[src/rtl/ram_arbiter.sv]
// Round-robin arbiter that shares one synchronous RAM between requester A (CPU) and B (host/debug).
// Each access is IDLE -> ISSUE (-> WAIT for reads). Read data is returned with a one-cycle valid pulse.
module ram_arbiter #(
  parameter int unsigned g_RAM_WIDTH = 9,
  parameter int unsigned g_RAM_ADDR  = 11
) (
  input  logic                   i_clk,
  input  logic                   i_rst_n,

  input  logic                   i_a_req,
  input  logic                   i_a_we,
  input  logic [g_RAM_ADDR-1:0]  i_a_addr,
  input  logic [g_RAM_WIDTH-1:0] i_a_data,
  output logic                   o_a_gnt,
  output logic                   o_a_valid,
  output logic [g_RAM_WIDTH-1:0] o_a_data,

  input  logic                   i_b_req,
  input  logic                   i_b_we,
  input  logic [g_RAM_ADDR-1:0]  i_b_addr,
  input  logic [g_RAM_WIDTH-1:0] i_b_data,
  output logic                   o_b_gnt,
  output logic                   o_b_valid,
  output logic [g_RAM_WIDTH-1:0] o_b_data,

  output logic                   o_ram_en,
  output logic                   o_ram_we,
  output logic                   o_ram_re,
  output logic [g_RAM_ADDR-1:0]  o_ram_addr,
  output logic [g_RAM_WIDTH-1:0] o_ram_data,
  input  logic [g_RAM_WIDTH-1:0] i_ram_data
);

  typedef enum logic [1:0] {StIdle, StIssue, StWait} state_e;

  state_e                 state_q, state_d;
  logic                   last_b_q, last_b_d;  // 1: B was granted last
  logic                   win_b_q, win_b_d;    // 1: current access belongs to B
  logic                   we_q, we_d;
  logic [g_RAM_ADDR-1:0]  addr_q, addr_d;
  logic [g_RAM_WIDTH-1:0] data_q, data_d;
  logic                   a_valid_q, a_valid_d;
  logic                   b_valid_q, b_valid_d;
  logic [g_RAM_WIDTH-1:0] a_data_q, a_data_d;
  logic [g_RAM_WIDTH-1:0] b_data_q, b_data_d;
  logic                   pick_b;

  always_ff @(posedge i_clk or negedge i_rst_n) begin
    if (!i_rst_n) begin
      state_q   <= StIdle;
      last_b_q  <= 1'b1;
      win_b_q   <= 1'b0;
      we_q      <= 1'b0;
      addr_q    <= '0;
      data_q    <= '0;
      a_valid_q <= 1'b0;
      b_valid_q <= 1'b0;
      a_data_q  <= '0;
      b_data_q  <= '0;
    end else begin
      state_q   <= state_d;
      last_b_q  <= last_b_d;
      win_b_q   <= win_b_d;
      we_q      <= we_d;
      addr_q    <= addr_d;
      data_q    <= data_d;
      a_valid_q <= a_valid_d;
      b_valid_q <= b_valid_d;
      a_data_q  <= a_data_d;
      b_data_q  <= b_data_d;
    end
  end

  always_comb begin
    state_d  = state_q;
    last_b_d = last_b_q;
    win_b_d  = win_b_q;
    we_d     = we_q;
    addr_d   = addr_q;
    data_d   = data_q;
    // On a tie the requester that was not granted last wins.
    pick_b   = i_b_req && (!i_a_req || !last_b_q);

    unique case (state_q)
      StIdle: begin
        if (i_a_req || i_b_req) begin
          win_b_d  = pick_b;
          last_b_d = pick_b;
          we_d     = pick_b ? i_b_we   : i_a_we;
          addr_d   = pick_b ? i_b_addr : i_a_addr;
          data_d   = pick_b ? i_b_data : i_a_data;
          state_d  = StIssue;
        end
      end
      StIssue: state_d = we_q ? StIdle : StWait;
      StWait:  state_d = StIdle;
      default: state_d = StIdle;
    endcase

    // Read data arrives during WAIT; capture it at the closing edge for the winner only.
    a_valid_d = (state_q == StWait) && !win_b_q;
    b_valid_d = (state_q == StWait) &&  win_b_q;
    a_data_d  = a_valid_d ? i_ram_data : a_data_q;
    b_data_d  = b_valid_d ? i_ram_data : b_data_q;
  end

  always_comb begin
    o_ram_en   = (state_q == StIssue);
    o_ram_we   = o_ram_en &  we_q;
    o_ram_re   = o_ram_en & ~we_q;
    o_ram_addr = addr_q;
    o_ram_data = data_q;
    o_a_gnt    = o_ram_en & ~win_b_q;
    o_b_gnt    = o_ram_en &  win_b_q;
    o_a_valid  = a_valid_q;
    o_b_valid  = b_valid_q;
    o_a_data   = a_data_q;
    o_b_data   = b_data_q;
  end

endmodule

[config.mk]
export PLATFORM = sky130hd
export DESIGN_NAME = ram_arbiter
export DESIGN_NICKNAME = d
export VERILOG_FILES = /design/src/rtl/ram_arbiter.sv
export SDC_FILE = /design/constraint.sdc
export NUM_CORES = 1
export LEC_CHECK = 0
export CORE_MARGIN = 4
export CORE_UTILIZATION = 43
export DETAILED_ROUTE_END_ITERATION = 10
export GPL_TIMING_DRIVEN = 0
export HOLD_SLACK_MARGIN = 0.15
export PLACE_DENSITY = 0.9
export SETUP_SLACK_MARGIN = 0.1
export SKIP_LAST_GASP = 1
export SLEW_MARGIN = 5
export SYNTH_ARGS = -nofsm -noshare
export SYNTH_HDL_FRONTEND = slang
export SYNTH_SLANG_ARGS = --single-unit
[constraint.sdc]
create_clock -name i_clk -period 2.2 [get_ports i_clk]
set_input_delay 0.44 -clock i_clk [delete_from_list [all_inputs] [get_ports i_clk]]
set_output_delay 0.44 -clock i_clk [all_outputs]
set_load 0.05 [all_outputs]
==> summary.txt <==
R2R Setup Slk: 600 ps
I/O pin total: 100
Filler instances: 318
Average wire length per cell after detail routing: 15.5 um
Slowest cell delay on critical path: 540 ps
Switching share of power: 46.4%
Critical Path, Cell by Cell: nand2b_1, inv_1, dlygate4sd2_1
Number of sinks handled by clock tree synthesis: 45
Netlist cell types: 18
Drt pass-1 iters: 2
Yosys warning total: 0
Net switching component of the power: 2.52 mW
Port Buf Inserts: 99
Peak fanout along the critical path: 5
Number of antenna violations at the first check in global routing: 0
Power density of the placed cells: 1690 nW/um2
Worst-skew pair later-pin latency: 290 ps
Most common library cell in the layout ignoring fill and taps: clkdlybuf4s50_1
Top library cells by usage in the layout, fill and taps aside: clkdlybuf4s50_1, dfrtp_1, mux2_2
Placed wire-length estimate: 3.70 mm
Crit path capture: o_ram_en
Netlist area before placement: 2020 um2
Total wirelength of the detailed-routed design: 4.49 mm
Routability-driven placement congestion ratio: 0.713
Internal Dissipation: 2.91 mW
Time the final worst path needs with I/O delays and setup: 1980 ps
DRC marker count from the first detailed-route iteration: 29
Crit path max-delay cell type: dlygate4sd2_1
Post-Synthesis Cells: 129
Worst hold margin: 479 ps
Net total in the final layout: 292
Overall overflow remaining after global route: 0
Die Area: 5860 um2
Final hold violation count: 0
FP Rows: 24
Reg-to-reg critical path endpoint: o_ram_addr[3]
Max_cap viols: 0
Antenna cell count: 0
Largest net degree at the start of global routing: 25
Synthesized net count: 184
Fraction of the cycle the final worst path needs: 90.2%
Arrival time at the worst endpoint: 1540 ps
Vias per cell: 4.90
Max-Slew Margin vs Limit: 64.9%
Post-Place Setup Slack: 92.5 ps
Crit path setup slack, layout: 216 ps
CTS Buffer Depth: 2
Chip width: 76.6 um
FF+latch count, synth: 45
Synthesized area per cell: 15.7 um2
Number of buffers created by CTS: 5
Relative area change from synthesis to final layout: 58.9%
Register area share after synthesis: 55.8%
Status: completed
Worst vdd rail ir drop: 0.842 mV
Hold Crit Class: flip-flop to flip-flop
CP delay by family, top: buffers and inverters
Clock transition at the registers of the reported paths: 80 ps
Via count of the first global-routing pass: 1592
Global Route Usage Sum: 16.5%
Total buffers and inverters traversed by the critical path: 2
Root Buffer Master: clkbuf_8
Final Skew: 2.26 ps
RSZ-0062 raised after global routing: false
Type of the setup path with the least slack: flip-flop to primary output
Sequential cell fraction of total power: 27.3%
Die span in y: 76.6 um
Max-slew violation count: 0
Worst Tran Pin Value: 525 ps
Clock network power share: 11.7%
H-tree lvl count: 2
Utilization after layout: 72.3%
Final setup vio count: 0
Power share of the combinational group: 61.0%
Worst Reg2Reg Path Length in Cells: 4
Critical path origin: state_q[1]
Share of final-layout standard cells stronger than drive strength 1: 33.2%
Total leakage power: 1.42 nW
Hold Path Depth: 1
Critical path capture point type: primary output
Worst min-delay path startpoint: we_q
Worst endpoint required time: 1760 ps
Residual DRC: 0
Starting density of the core: 45.5%
Start of the worst register-to-register path: last_b_q
Wire length of the first global-routing pass: 7.58 mm
Vias after detailed routing: 1421
F_max: 0.504 GHz
DRT antenna net count: 0
Cell count along the critical path: 3
Core area: 4440 um2
Clock tree from TritonCTS: yes
Critical Path Start Type: flip-flop
[state kept, by name, indices dropped and copies added (netlist names)]
signal      cells
o_a_data        9
o_a_valid       1
o_b_data        9
state_q         2
last_b_q        1
o_ram_data      9
o_b_valid       1
win_b_q         1
we_q            1
o_ram_addr     11
[synthesized netlist by cell type]
| cell type | number | area [um2] |
|---|---|---|
| nand2b_1 | 1 | 6.26 |
| nor2_1 | 4 | 15.0 |
| a21bo_4 | 1 | 16.3 |
| a21o_1 | 1 | 7.51 |
| dfrtp_1 | 44 | 1100 |
| o21ai_1 | 1 | 5.00 |
| inv_1 | 3 | 11.3 |
| buf_2 | 4 | 20.0 |
| nand3b_1 | 1 | 7.51 |
| mux2_2 | 41 | 462 |
| nor3_1 | 1 | 5.00 |
| buf_6 | 2 | 22.5 |
| a21oi_1 | 1 | 5.00 |
| nor3b_1 | 1 | 7.51 |
| and2_1 | 2 | 12.5 |
| mux2_4 | 19 | 285 |
| a31oi_1 | 1 | 6.26 |
| dfstp_2 | 1 | 26.3 |
[worst reg2reg max path, cell delays in order (launching register included)]
cell	delay [ps]
dfstp_2	560
a21bo_4	160
buf_6	180
mux2_4	320
mux2_2	270
[worst min-delay path by stage]
stage / slack, ps / to
after global placement: 470 / state_q[1]
final: 480 / state_q[1]
after detailed placement: 450 / o_b_data[7]
after global routing: 520 / state_q[1]
after CTS: 490 / state_q[1]
after floorplan: 140 / o_a_data[0]
[power by group through the flow]
| stage | Clock [mW] | Sequential, mW | Combinational, mW |
|---|---|---|---|
| finish | 0.633 | 1.48 | 3.31 |
| CTS | 0.652 | 1.49 | 3.35 |
| global route | 0.687 | 1.53 | 3.46 |
| detailed placement | 0 | 1.50 | 3.38 |
| floorplan | 0 | 2.76 | 0.956 |
| global placement | 0 | 1.47 | 3.32 |
[area by class of cell]
class / instances / area (um2) / area share (%)
inverters: 3 / 11.3 / 0.350
repair buffers: 101 / 1010 / 31.4
multi-input cells: 75 / 841 / 26.2
clock inverters: 1 / 30.0 / 0.935
clock buffers: 7 / 86.3 / 2.69
well taps: 52 / 65.1 / 2.02
flip-flops and latches: 45 / 1130 / 35.1
plain buffers: 6 / 42.5 / 1.32
[stage by stage]
step                power [mW]  cell area, um2  TNS (ps)  cells
floorplan                 3.72            2020         0    129
global placement          4.79            3080    -21060    280
detailed placement        4.88            3100         0    281
CTS                       5.49            3220         0    290
global route              5.68            3210         0    290
finish                    5.43            3210         0    290
[logic make-up after synthesis]
group,after synthesis,share of synthesized area [%]
AOI/OAI and AO/OA,5,1.98
muxes,60,36.9
buffers and inverters,9,2.66
DFF,45,55.8
and+or+nand+nor,10,2.66
[repair_timing]
action	4_1_cts	5_1_grt
gates resized for setup	6	3
hold buffers	1	0
endpoints found under the setup margin	5	2
setup buffers	0	0
hold endpoints to repair	21	0
gates cloned	0	0
[per-layer routing]
metal	wire [um]	share of wire [%]	global-route usage, %
met1	1700	38	16.8
met2	2310	52	30.1
met3	421	9.4	7.33
met4	54	1.2	4.89
met5	0	0	0
Power figures use the tool's default switching activity.
==> edit (same settings) <==
Re-encode `state_e` (3 states) as one-hot, 3 bits wide.
--- a/src/rtl/ram_arbiter.sv
+++ b/src/rtl/ram_arbiter.sv
@@ -31,7 +31,7 @@
   input  logic [g_RAM_WIDTH-1:0] i_ram_data
 );
 
-  typedef enum logic [1:0] {StIdle, StIssue, StWait} state_e;
+  typedef enum logic [2:0] {StIdle = 3'b001, StIssue = 3'b010, StWait = 3'b100} state_e;
 
   state_e                 state_q, state_d;
   logic                   last_b_q, last_b_d;  // 1: B was granted last
Check against the original RTL: same outputs for any inputs over 10 cycles, from zero or initial values and one cycle with i_rst_n low; not proved beyond that.
==> edit against the unedited design <==
Routed wire length increased by 16%; clock power decreased by 18%; critical path depth grew 2; sequential share of layout area is 0.25 points higher; synthesized area grew 3.3%; sequential cell count grew 1; design area grew 1.6%; setup slack worse by 0.021 ns; power is 12% lower; first-iteration DRC count grew 21%; critical endpoint is now o_ram_we; highest routed layer unchanged.
==> edit: results (changes against the unedited design) <==
[outcome]
status = finished, final reports clean

[synth]
synth_common_cells = dfrtp_1 (44), o32ai_1 (21), a2bb2oi_2 (19)
syn-instance-count = 142  ; +10%
yosysSeqAreaShare = 0.552  ; -0.00545
syn_nets = 197  ; +7.1%
synth_area_leaders = dfrtp_1 (53%), a2bb2oi_2 (14%), mux2_1 (9.7%)
ys_types = 25  ; +7

[setup_path]
worstReg2RegEnd = o_ram_addr[7]
startpoint = state_q[0]
cp_top_family = flip-flops
slowest_stage = dfstp_2
slowest_delay_ns = 0.60  ; +0.06 ns
crit_arrival_ns = 1.57  ; +0.03 ns

[worst_hold_path]
hp-start = o_b_data[2]
holdPathEnd = o_b_data[2]
holdPathStages = 1  ; unchanged

[pwr]
ir_drop_mv = 0.965  ; +15%
leakage_uw = 0.00135  ; -5.5%

[placed_design]
hpwl_um = 4090  ; +11%
pre_cts_slack_ns = -0.0585  ; -0.151 ns
globalplace.congestion = 0.678  ; -4.8%
place_area_um2 = 3180  ; +2.5%

[sta]
whs_ns = 0.488  ; +0.00966 ns
worst_pin_slew_ns = 0.525  ; -0.000101 ns
finClkSkew_ns = 0.00559  ; +0.00333 ns
fin_ws_ns = 0.194  ; -0.0213 ns

[route]
viasPerCell = 5.22  ; +6.5%
wl_per_cell_um = 16.3  ; +5.6%
vias = 1659  ; +17%
drt_iter0_markers = 35  ; +21%
drt_first_pass_iters = 4  ; +2

[global_routing]
grt_start_max_net_pins = 27  ; +8.0%
grt_util_all_layers = 0.172  ; +0.00777
grt_first_pass_wirelength_um = 8290  ; +9.3%

[cells_and_area]
drive_gt1_frac = 0.203  ; -0.129
fillers = 362  ; +14%
fin_nets = 305  ; +4.5%

==> edit: cell count changes in the layout (fill, tap and decap cells not counted), sizes merged, moves of 2 or more <==
cell and change:
a21oi +2, a2bb2oi +21, buf +7, dlygate4sd2 -3, mux2 -42, nand2b +2
o32ai +21
==> edit: power groups by stage <==
stage / logic (µW) / clock network [µW] / registers, µW
final: 2810 / 517 / 1430
after global routing: 2940 / 559 / 1480
after CTS: 2830 / 526 / 1430
after detailed placement: 2850 / 0 / 1450
after global placement: 2800 / 0 / 1430
after floorplan: 1010 / 0 / 2350
==> edit: worst max-delay path by stage <==
stage / to / cells past startpoint
2_1_floorplan: o_b_gnt / 4
3_3_place_gp: o_ram_data[8] / 1
3_5_place_dp: o_b_gnt / 5
4_1_cts: o_ram_re / 4
5_1_grt: o_b_gnt / 5
6_report: o_ram_we / 5
==> edit: logic make-up after synthesis <==
kind of cell,Yosys count,synth area share
buffers and inverters,14,0.0377
and+or+nand+nor,16,0.0623
AOI/OAI and AO/OA,48,0.251
muxes,18,0.0970
DFF,46,0.552
==> edit: cell type report <==
class / count / share of cell area
buffer: 12 / 0.0218
clock buffer: 7 / 0.0264
clock inverter: 1 / 0.00153
inverter: 2 / 0.00230
multi-input combinational: 82 / 0.263
sequential: 46 / 0.353
tap: 67 / 0.0257
timing repair buffer: 101 / 0.305
==> edit: what timing repair did <==
action,in CTS,in global routing
setup endpoints to repair,5,4
resized for setup,22,2
setup buffers,0,0
hold buffers,1,0
hold endpoints to repair,20,0
==> edit: routing by layer <==
metal	GRT usage	vias up	wire length, µm
met2	0.288	75	2520
met3	0.0580	8	441
li1	-	771	-
met4	0.0552	0	50
met1	0.209	805	2180
met5	0	-	0
